--- config.mk ---
export PLATFORM = sky130hd
export DESIGN_NAME = input_feeder_flat
export DESIGN_NICKNAME = d
export VERILOG_FILES = /design/src/rtl/input_feeder_pkg.sv /design/src/rtl/input_feeder_if.sv /design/src/rtl/input_feeder_lane_sat_detect.sv /design/src/rtl/input_feeder.sv /design/src/flat_wrapper.sv
export SDC_FILE = /design/constraint.sdc
export NUM_CORES = 1
export LEC_CHECK = 0
export CORE_MARGIN = 2
export CORE_UTILIZATION = 37
export DETAILED_ROUTE_END_ITERATION = 7
export PLACE_DENSITY_LB_ADDON = 0.3
export SLEW_MARGIN = 20
export SYNTH_ARGS = -nofsm -noshare
export SYNTH_HDL_FRONTEND = slang
export SYNTH_SLANG_ARGS = --single-unit
--- constraint.sdc ---
create_clock -name clock -period 2.2 [get_ports clock]
set_clock_uncertainty 0.1 [all_clocks]
set_input_delay 0.22 -clock clock [delete_from_list [all_inputs] [get_ports clock]]
set_output_delay 0.22 -clock clock [all_outputs]
set_load 0.01 [all_outputs]
--- src/rtl/input_feeder_pkg.sv ---
// Shared types and saturation helpers for the input feeder and the neuron/delta datapaths.
// The lane width is a parameter everywhere, so the saturation test works on any width up to 31 bits.
package input_feeder_pkg;

    typedef enum logic {
        IDLE = 1'b0,
        BUSY = 1'b1
    } feederState_t;

    // Saturation codes for the default 5-bit lane: 0 1...1 and 1 0...0.
    localparam int SAT_WF = 5;
    localparam logic [SAT_WF-1:0] SAT_MAX = {1'b0, {(SAT_WF-1){1'b1}}};
    localparam logic [SAT_WF-1:0] SAT_MIN = {1'b1, {(SAT_WF-1){1'b0}}};

    // A lane is zero-extended into 'lane'; wf is its true width.
    function automatic logic laneSaturated(input logic [31:0] lane, input int wf);
        logic [31:0] mask;
        logic [31:0] maxV;
        logic [31:0] minV;
        mask = (32'd1 << wf) - 32'd1;
        maxV = (32'd1 << (wf - 1)) - 32'd1;
        minV = 32'd1 << (wf - 1);
        return ((lane & mask) == maxV) || ((lane & mask) == minV);
    endfunction

endpackage

--- src/rtl/input_feeder_if.sv ---
// Sample, forward-state, update-state and returned-delta channels of the input feeder.
// master is the feeder's view; slave is the view of the sample source and hidden layer.
interface input_feeder_if #(
    parameter int NP = 8,
    parameter int WF = 5,
    parameter int CW = 16
);
    logic                mode;
    logic                sampleValid;
    logic                sampleReady;
    logic [NP*WF-1:0]    sampleData;
    logic                state0Valid;
    logic                state0Ready;
    logic [NP*WF-1:0]    state0Data;
    logic                state1Valid;
    logic                state1Ready;
    logic [NP*WF-1:0]    state1Data;
    logic                deltaValid;
    logic                deltaReady;
    logic [NP*WF-1:0]    deltaData;
    logic                done;
    logic [CW-1:0]       count;
    logic                deltaSat;

    modport master (
        input  mode, sampleValid, sampleData, state0Ready, state1Ready, deltaValid, deltaData,
        output sampleReady, state0Valid, state0Data, state1Valid, state1Data, deltaReady,
               done, count, deltaSat
    );

    modport slave (
        output mode, sampleValid, sampleData, state0Ready, state1Ready, deltaValid, deltaData,
        input  sampleReady, state0Valid, state0Data, state1Valid, state1Data, deltaReady,
               done, count, deltaSat
    );
endinterface

--- src/rtl/input_feeder_lane_sat_detect.sv ---
// Flags when any of NP packed two's-complement lanes sits at its most-positive or most-negative code.
module lane_sat_detect
    import input_feeder_pkg::*;
#(
    parameter int NP = 8,
    parameter int WF = 5
) (
    input  logic [NP*WF-1:0] lanes,
    output logic             anySat
);

    logic [NP-1:0] laneHit;

    for (genvar i = 0; i < NP; i++) begin : gLane
        assign laneHit[i] = laneSaturated(32'(lanes[i*WF +: WF]), WF);
    end

    assign anySat = |laneHit;

endmodule

--- src/rtl/input_feeder.sv ---
// Feeds one input sample at a time into the first hidden layer: State0 always, State1 and the
// Delta0 sink only in training. The next sample is taken only after every required handshake.
module input_feeder
    import input_feeder_pkg::*;
#(
    parameter int NP = 8,
    parameter int WF = 5,
    parameter int CW = 16
) (
    input  logic         clock,
    input  logic         reset,
    input_feeder_if.master bus
);

    feederState_t        state;
    logic                modeR;
    logic                s0Done;
    logic                s1Done;
    logic                dDone;
    logic [NP*WF-1:0]    sampleReg;
    logic                doneR;
    logic [CW-1:0]       countR;
    logic                satR;

    logic                deltaHit;
    logic                sampleHs;
    logic                s0Hs;
    logic                s1Hs;
    logic                dHs;
    logic                complete;

    lane_sat_detect #(.NP(NP), .WF(WF)) satDetect (
        .lanes  (bus.deltaData),
        .anySat (deltaHit)
    );

    // Ready is held low during reset so no sample slips in on the reset edge.
    assign bus.sampleReady = (state == IDLE) && !reset;
    assign bus.state0Valid = (state == BUSY) && !s0Done;
    assign bus.state1Valid = (state == BUSY) && modeR && !s1Done;
    assign bus.deltaReady  = (state == BUSY) && modeR && !dDone;
    assign bus.state0Data  = sampleReg;
    assign bus.state1Data  = sampleReg;
    assign bus.done        = doneR;
    assign bus.count       = countR;
    assign bus.deltaSat    = satR;

    assign sampleHs = bus.sampleReady && bus.sampleValid;
    assign s0Hs     = bus.state0Valid && bus.state0Ready;
    assign s1Hs     = bus.state1Valid && bus.state1Ready;
    assign dHs      = bus.deltaReady  && bus.deltaValid;

    // Handshakes landing this cycle count, so completion never costs an extra cycle.
    assign complete = (state == BUSY) && (s0Done || s0Hs) &&
                      (!modeR || ((s1Done || s1Hs) && (dDone || dHs)));

    always_ff @(posedge clock) begin
        if (reset) begin
            state     <= IDLE;
            modeR     <= 1'b0;
            s0Done    <= 1'b0;
            s1Done    <= 1'b0;
            dDone     <= 1'b0;
            sampleReg <= '0;
            doneR     <= 1'b0;
            countR    <= '0;
            satR      <= 1'b0;
        end else begin
            doneR <= 1'b0;
            if (dHs && deltaHit) begin
                satR <= 1'b1;
            end
            case (state)
                IDLE: begin
                    if (sampleHs) begin
                        sampleReg <= bus.sampleData;
                        modeR     <= bus.mode;
                        s0Done    <= 1'b0;
                        s1Done    <= 1'b0;
                        dDone     <= 1'b0;
                        state     <= BUSY;
                    end
                end
                BUSY: begin
                    if (s0Hs) s0Done <= 1'b1;
                    if (s1Hs) s1Done <= 1'b1;
                    if (dHs)  dDone  <= 1'b1;
                    if (complete) begin
                        state  <= IDLE;
                        doneR  <= 1'b1;
                        countR <= countR + CW'(1);
                    end
                end
                default: state <= IDLE;
            endcase
        end
    end

endmodule

--- src/flat_wrapper.sv ---
// flat-port wrapper written by rule: the top's interface ports become plain ports
module input_feeder_flat import input_feeder_pkg::*;
#(
    parameter int NP = 8,
    parameter int WF = 5,
    parameter int CW = 16
)
  (clock, reset, bus_mode, bus_sampleValid, bus_sampleData, bus_state0Ready, bus_state1Ready, bus_deltaValid, bus_deltaData, bus_sampleReady, bus_state0Valid, bus_state0Data, bus_state1Valid, bus_state1Data, bus_deltaReady, bus_done, bus_count, bus_deltaSat);
  input_feeder_if #(.NP(NP), .WF(WF), .CW(CW)) bus_i ();
  input  logic clock;
  input  logic reset;
  input wire logic [$bits(bus_i.mode)-1:0] bus_mode;
  input wire logic [$bits(bus_i.sampleValid)-1:0] bus_sampleValid;
  input wire logic [$bits(bus_i.sampleData)-1:0] bus_sampleData;
  input wire logic [$bits(bus_i.state0Ready)-1:0] bus_state0Ready;
  input wire logic [$bits(bus_i.state1Ready)-1:0] bus_state1Ready;
  input wire logic [$bits(bus_i.deltaValid)-1:0] bus_deltaValid;
  input wire logic [$bits(bus_i.deltaData)-1:0] bus_deltaData;
  output wire logic [$bits(bus_i.sampleReady)-1:0] bus_sampleReady;
  output wire logic [$bits(bus_i.state0Valid)-1:0] bus_state0Valid;
  output wire logic [$bits(bus_i.state0Data)-1:0] bus_state0Data;
  output wire logic [$bits(bus_i.state1Valid)-1:0] bus_state1Valid;
  output wire logic [$bits(bus_i.state1Data)-1:0] bus_state1Data;
  output wire logic [$bits(bus_i.deltaReady)-1:0] bus_deltaReady;
  output wire logic [$bits(bus_i.done)-1:0] bus_done;
  output wire logic [$bits(bus_i.count)-1:0] bus_count;
  output wire logic [$bits(bus_i.deltaSat)-1:0] bus_deltaSat;
  assign bus_i.mode = bus_mode;
  assign bus_i.sampleValid = bus_sampleValid;
  assign bus_i.sampleData = bus_sampleData;
  assign bus_i.state0Ready = bus_state0Ready;
  assign bus_i.state1Ready = bus_state1Ready;
  assign bus_i.deltaValid = bus_deltaValid;
  assign bus_i.deltaData = bus_deltaData;
  assign bus_sampleReady = bus_i.sampleReady;
  assign bus_state0Valid = bus_i.state0Valid;
  assign bus_state0Data = bus_i.state0Data;
  assign bus_state1Valid = bus_i.state1Valid;
  assign bus_state1Data = bus_i.state1Data;
  assign bus_deltaReady = bus_i.deltaReady;
  assign bus_done = bus_i.done;
  assign bus_count = bus_i.count;
  assign bus_deltaSat = bus_i.deltaSat;
  input_feeder #(.NP(NP), .WF(WF), .CW(CW)) u_core (.clock(clock), .reset(reset), .bus(bus_i));
endmodule
# Word level (Yosys, flattened, before mapping)

Cells that the tools add are included.

Register bits: 63
Bits of input ports: 87
Output and inout port bits: 102
Logic and storage cells: 79

Add/sub/neg operators: 1
Eq/ne operators: 20
Mux-type cells: 11
Bitwise gates (word level): 1
Reductions and logical operators: 37

Operator list:

| operator                | number |
|---|---|
| $eq A5 B4 Y1 const B    | 8 |
| $eq A5 B5 Y1 const B    | 8 |
| $add A16 B1 Y16 const B | 1 |
| $logic_and A1 B1 Y1     | 13 |
| $logic_or A1 B1 Y1      | 12 |
| $reduce_and A2 Y1       | 5 |
| $pmux W1 S2             | 4 |
| $reduce_or A8 Y1        | 1 |
| $mux W1                 | 7 |
| $ne A2 B2 Y1 const B    | 3 |
| $logic_not A1 Y1        | 5 |
| $ne A2 B1 Y1 const B    | 1 |
| $reduce_or A2 Y1        | 1 |
| $not A1 Y1              | 1 |

# Logic depth before layout (Yosys ltp)

Gate-level depths: netlist of run 1.

Depth after elaboration: 9
Mapped depth: 6

# By module

From an unflattened synthesis of run 1, not the netlist that was laid out.

Cells, all modules: 373
Area total of the unflattened synthesis: 2899.0 µm²

By module, submodules not included:

| module          | instances | cells an instance | area each (µm²) |
|---|---|---|---|
| input_feeder    | 1         | 336               | 2692.6 |
| lane_sat_detect | 1         | 37                | 206.4 |

# Worst setup path after synthesis of run 1

Ideal clock, no wire load.

Path kind: reg2reg
Start: register u_core.countR[4] (netlist: u_core.bus.count[4])
End: register u_core.countR[13] (netlist: u_core.bus.count[13])
Library setup time: 0.128 ns
Arrival: 1.349 ns
Required time: 1.972 ns
Setup slack: 0.624 ns
Cell stages (with the launch flop): 6
Buffers on the path: 0
Clock period less this slack: 1.576 ns
Cells stage by stage: dfxtp_1 > nand4_2 > a2111oi_4 > nand4_1 > xor2_1 > nor2_1

Cells in the longest elaborated chain, start to end: 1

RTL lines:

| item                   | line               | source |
|---|---|---|
| from (decl)            | input_feeder.sv:22 | `logic [CW-1:0] countR;` |
| from (signal assigned) | input_feeder.sv:91 | `countR <= countR + CW'(1);` |
| $add A16 B1 Y16        | input_feeder.sv:91 |  |

Every way passes these cells.
A chain may end at the register's enable or synchronous reset.

# Final worst setup path of run 1

Start: register u_core.modeR
End: output bus_deltaReady

Cells in the longest elaborated chain, start to end: 2

RTL lines:

| item                              | line               | source |
|---|---|---|
| from (decl)                       | input_feeder.sv:16 | `logic modeR;` |
| from (signal assigned)            | input_feeder.sv:77 | `modeR <= bus.mode;` |
| $logic_and A1 B1 Y1 (2 in series) | input_feeder.sv:41 | `assign bus.deltaReady = (state == BUSY) && modeR && !dDone;` |
| to (decl)                         | flat_wrapper.sv:24 | `output wire logic [$bits(bus_i.deltaReady)-1:0] bus_deltaReady;` |

Every way passes these cells.

==> run_results.csv, run 1 <==
group,metric,value,unit
sta,setup_violations,0,
worst_setup_path,critPathKind,"flop to output pin",
synthesis,synth_top_cell_area_share,0.4253,
floorplan,ioPinCount,189,
clock_network,clock_path_buffers,2,
worst_setup_path,cp-start-kind,"flop",
final_layout,area_growth,65.87,%
clock_network,clk_pin_slew,0.07,ns
grt,first_global_vias,2657,
synthesis,synth_edf_count,0,
grt,grt_max_degree,63,
sta,tightest_slew,0.4380,ns
min_path,hp-class,"input pin to flop",
final_layout,n_antenna_cell,0,
floorplan,rows,32,
worst_setup_path,worstPathArrival,1.73,ns
final_layout,nets,591,
synthesis,synth_cell_types,36,
synthesis,synth_area_leader_cell,"dfxtp_1",
grt,grt.overflow.total,0,
clock_network,htree_levels,3,
synthesis,syn-num-nets,443,
pwr,total_power,3.170,mW
synthesis,synth_top_family_by_area,"simple AND/OR/NAND/NOR gates",
synthesis,ys_seq_area_frac,0.4253,
clock_network,hold_buffers,0,
synthesis,synth_mux_area_frac,0.003376,
grt,met2_usage,0.2950,
routing,drt_iter0_drc,102,
place,place_hpwl,6.050,mm
place,place_congestion,0.8102,
clock_network,cts.repair.resized,0,
pwr,netSwitchingPower,0.7383,mW
floorplan,initial_core_util,0.3837,
synthesis,synth-async-reset-ratio,0,
pwr,p_int,2.431,mW
grt,antenna_found_initial,0,
sta,rsz0062_at_grt,"false",
routing,drc,0,
sta,post-route-period-util,0.9331,
floorplan,core,7727,um^2
routing,ant_nets,0,
final_layout,drive_above_1_share,0.05709,
place,pre_cts_slack,0.1778,ns
pwr,leakagePower,1.745,nW
pwr,combPwrFrac,0.201,
worst_setup_path,crit_required,1.88,ns
sta,period_needed,2.053,ns
place,io_buffers,188,
grt,groute.usage.overall,0.1778,
pwr,p_sw_frac,0.2329,
worst_setup_path,cp_max_fo,7,
pwr,powerDensity,644.4,nW/um^2
pwr,clockPowerShare,0.398,
grt,grt_pass1_wl,12.30,mm
clock_network,root_buffer,"clkbuf_8",
clock_network,cts_num_sinks,63,
synthesis,synthXorXnorAreaFrac,0.04430,
sta,max_slew_margin,0.7073,
synthesis,synth_area,2965,um^2
routing,via_per_inst,4.662,
synthesis,syn_inst,355,
sta,hold_viol_final,0,
grt,met3_usage,0.06527,
sta,fmaxAchievable,487.2,MHz
routing,firstDrtPassIters,4,
grt,busiest_layer,"met2",
clock_network,cts_made_buffers,9,
synthesis,yosys.area_share.simple,0.2878,
routing,wirelength,7.780,mm
pwr,peakVddDrop,0.3021,mV
floorplan,dieArea,8747,um^2
grt,grt_use_met1,0.2161,
sta,fin_ws,0.1473,ns
synthesis,ys_ff_latch,63,
clock_network,clk_latency,0.33,ns
synthesis,synth.avg_cell_area,8.353,um^2
clock_network,postCtsSetupRepairBufs,0,
synthesis,synthTopCellsByArea,"dfxtp_1 (43%), buf_4 (10%), nand2b_1 (9.1%), o21ai_0 (7.1%), nand2_1 (7.0%)",
clock_network,cts_tree,"built",
floorplan,die_w,93.53,um
synthesis,synth_compound_area_frac,0.1148,
outcome,outcome,"completed",
synthesis,synth-main-ff-cell,"dfxtp_1",
floorplan,die_height,93.53,um
synthesis,synth_commonest_cells,"dfxtp_1 (63), nand2_1 (55), nand2b_1 (43)",
flow_run,max_cap_viol_count,0,
worst_setup_path,crit_path_end_kind,"output pin",
routing,wl_per_cell,12.75,um
synthesis,yosysMostFrequentCell,"dfxtp_1",
pwr,p_seq_frac,0.402,
synthesis,synth_fa_ha_area_frac,0.004219,
sta,drv_slew,0,
synthesis,ys.warnings.count,0,
routing,vias,2844,
sta,setup_tns,0,ns
worst max-delay path, stage by stage, from the launching register on:
cell and delay [ns]:
dfxtp_1 0.55, nand2_1 0.13, nor2_1 0.16, clkdlybuf4s50_1 0.56
metrics by stage:
step / util / instances / area [um^2] / hold slack, ns
finish: 0.6365 / 610 / 4918 / 0.2768
global route: 0.6365 / 610 / 4918 / 0.2840
CTS: 0.6365 / 610 / 4918 / 0.2703
detailed placement: 0.6035 / 594 / 4663 / 0.3488
global placement: 0.6035 / 594 / 4663 / 0.3503
floorplan: - / 355 / 2965 / 0.2286
area by class of cell:
| type | count | area [um^2] |
|---|---|---|
| Fill cell | 660 | 2809 |
| Sequential cell | 63 | 1261 |
| Tap cell | 102 | 127.6 |
| Clock inverter | 5 | 103.9 |
| Timing Repair Buffer | 192 | 1919 |
| Clock buffer | 11 | 151.4 |
| Multi-Input combinational cell | 237 | 1355 |
state kept, by name (all words and copies together) (netlist names):
register               count
u_core.bus.done            1
u_core.bus.deltaSat        1
u_core.bus.state0Data     40
u_core.dDone               1
u_core.bus.count          16
u_core.modeR               1
u_core.s0Done              1
u_core.s1Done              1
u_core.state               1
layer usage:
layer | vias up | wire, um
met2 | 131 | 3640
li1 | 1447 | -
met5 | - | 0
met4 | 0 | 42
met1 | 1260 | 3363
met3 | 6 | 733
cells by family after synthesis:
group,after synthesis
AND/OR/NAND/NOR,167
flip-flops,63
buffers and inverters,55
AO/OA/AOI/OAI,53
XOR/XNOR,15
multiplexers,1
adder cells (fa/ha/maj),1
worst paths after layout:
check	start	endpoint	slack [ns]	cells past startpoint
min	reset	u_core.bus.count[3]	0.28	3
max	u_core.modeR	bus_deltaReady	0.15	3
min reg2reg	u_core.bus.deltaSat	u_core.bus.deltaSat	0.36	2
max reg2reg	u_core.bus.count[3]	u_core.bus.count[13]	0.49	5
cells in the final DEF (no fill, tap or decap), types with 2 or more instances in the layout:
cell,n
nand4_1,9
nor4_1,8
and4_1,3
nor2b_1,2
a22oi_1,2
nand2_1,55
xnor2_1,6
clkdlybuf4s50_1,187
nand3_1,6
buf_4,3
o21ai_0,42
nand2b_1,43
dfxtp_1,63
nor2_1,28
xor2_1,9
bufinv_16,3
a2111oi_4,2
clkbuf_8,11
nand4b_1,2
power groups by stage:
stage               Clock, mW  Sequential (mW)  Combinational (mW)
floorplan                   0             1.32               0.246
global placement            0             1.30               0.634
detailed placement          0             1.30               0.643
CTS                      1.30             1.27               0.644
global route             1.36             1.28               0.688
finish                   1.26             1.27               0.637
Note: power is estimated with default switching activity, not from simulation.
==> run 2, diff against run 1 <==
- CORE_UTILIZATION: 37 -> 30
==> run_results.csv, run 2 (synthesized netlist as in run 1, its figures left out) <==
group,metric,value,unit
sta,hold_viol_final,0,
clock_network,root_buffer,"clkbuf_8",
routing,wirelength,8.425,mm
routing,vias,2877,
routing,firstDrtPassIters,4,
worst_setup_path,slowest_stage,"clkdlybuf4s50_1",
routing,drc,0,
worst_setup_path,worstPathArrival,1.63,ns
sta,drv_slew,0,
pwr,peakVddDrop,0.2865,mV
floorplan,die_height,103.4,um
pwr,powerDensity,636.8,nW/um^2
place,dp_cells,624,
place,place_congestion,0.7986,
sta,rsz0062_at_grt,"false",
final_layout,mostFrequentLayoutCell,"clkdlybuf4s50_1",
grt,first_global_vias,2681,
grt,met2_usage,0.2541,
clock_network,cts_num_sinks,63,
final_layout,nets,590,
final_layout,area_growth,66.41,%
place,io_buffers,188,
clock_network,htree_levels,3,
worst_setup_path,crit_path_end_kind,"output pin",
clock_network,cts_tree,"built",
grt,antenna_found_initial,0,
clock_network,clk_latency,0.35,ns
clock_network,hold_buffers,0,
routing,wl_per_cell,13.16,um
worst_setup_path,cpPeakStageDelay,0.56,ns
floorplan,core,9684,um^2
worst_setup_path,crit_chain,"nand2_1 -> nor2_1 -> clkdlybuf4s50_1",
worst_setup_path,cp-start-kind,"flop",
floorplan,ioPinCount,189,
worst_setup_path,cp_max_fo,7,
worst_setup_path,critPathKind,"flop to output pin",
clock_network,clock_path_buffers,2,
routing,drt_iter0_drc,47,
grt,groute.usage.overall,0.1544,
sta,max_slew_margin,0.7077,
floorplan,rows,36,
grt,grt.overflow.total,0,
clock_network,clk_pin_slew,0.07,ns
grt,grt_max_degree,82,
min_path,hp-class,"input pin to flop",
flow_run,max_cap_viol_count,0,
grt,grt_pass1_wl,12.77,mm
sta,fmaxAchievable,513.0,MHz
grt,met3_usage,0.05040,
floorplan,dieArea,10700,um^2
worst_setup_path,crit_required,1.88,ns
outcome,outcome,"completed",
final_layout,largest_reg_flops,40,
routing,via_per_inst,4.495,
sta,post-route-period-util,0.8861,
sta,setup_tns,0,ns
final_layout,fin_cells,640,
sta,period_needed,1.949,ns
grt,grt_use_met1,0.1855,
clock_network,cts_made_buffers,9,
final_layout,n_antenna_cell,0,
pwr,leakagePower,1.729,nW
sta,setup_violations,0,
pwr,total_power,3.142,mW
place,place_hpwl,6.423,mm
sta,tightest_slew,0.4384,ns
grt,busiest_layer,"met2",
floorplan,die_w,103.4,um
sta,fin_hold_ws,0.1281,ns
final_layout,drive_above_1_share,0.05128,
routing,ant_nets,0,
final_layout,layout_common_cells,"clkdlybuf4s50_1 (187), dfxtp_1 (62), nand2_1 (55), nand2b_1 (43), o21ai_0 (42)",
floorplan,initial_core_util,0.3062,
run 2: cell count changes in the layout (fill, tap and decap cells not counted), sizes merged:
cell / change
buf: -1
clkbuf: +2
clkinv: -2
run 2: worst paths after layout:
path	from	end	slack [ns]	cells past startpoint
setup / recovery	u_core.modeR	bus_state1Valid	0.25	3
hold / removal	reset	u_core.bus.count[14]	0.13	2
setup reg to reg	u_core.state	u_core.bus.count[9]	0.48	5
hold reg to reg	u_core.bus.deltaSat	u_core.bus.deltaSat	0.37	2
run 2: area by class of cell:
type	instances	area, um^2
clock buffer	13	148.9
multi-input combinational	237	1355
timing repair buffer	191	1912
tap	133	166.4
clock inverter	3	90.09
sequential	63	1262
fill	932	4750
run 2: per-stage QoR:
stage	area [um^2]	worst slack [ns]	util
after global placement	4695	0.1985	0.4848
final	4935	0.2507	0.5096
after CTS	4933	0.07262	0.5094
after detailed placement	4695	0.1814	0.4848
after floorplan	2965	0.6236	-
after global routing	4935	0.09508	0.5096
run 2: repair_timing:
item,CTS,global route
resized for setup,0,1
endpoints found under the hold margin,0,0
setup buffers,0,0
endpoints found under the setup margin,0,2
run 2: layer usage:
metal / part of all wire / wire [um]
met1: 0.43 / 3616
met2: 0.48 / 4019
met3: 0.080 / 670
met4: 0.014 / 119
met5: 0 / 0
run 2: critical path: cells and delay by family (launching register included):
family                 cells  cell delay, ns
flip-flops                 1            0.45
AND/OR/NAND/NOR            2            0.27
buffers and inverters      1            0.56
run 2: report_power, final:
part           total [mW]  switching [mW]  internal [mW]
Sequential           1.27          0.0616           1.21
Clock                1.23           0.441          0.786
Combinational       0.642           0.238          0.404
Total                3.14           0.741           2.40
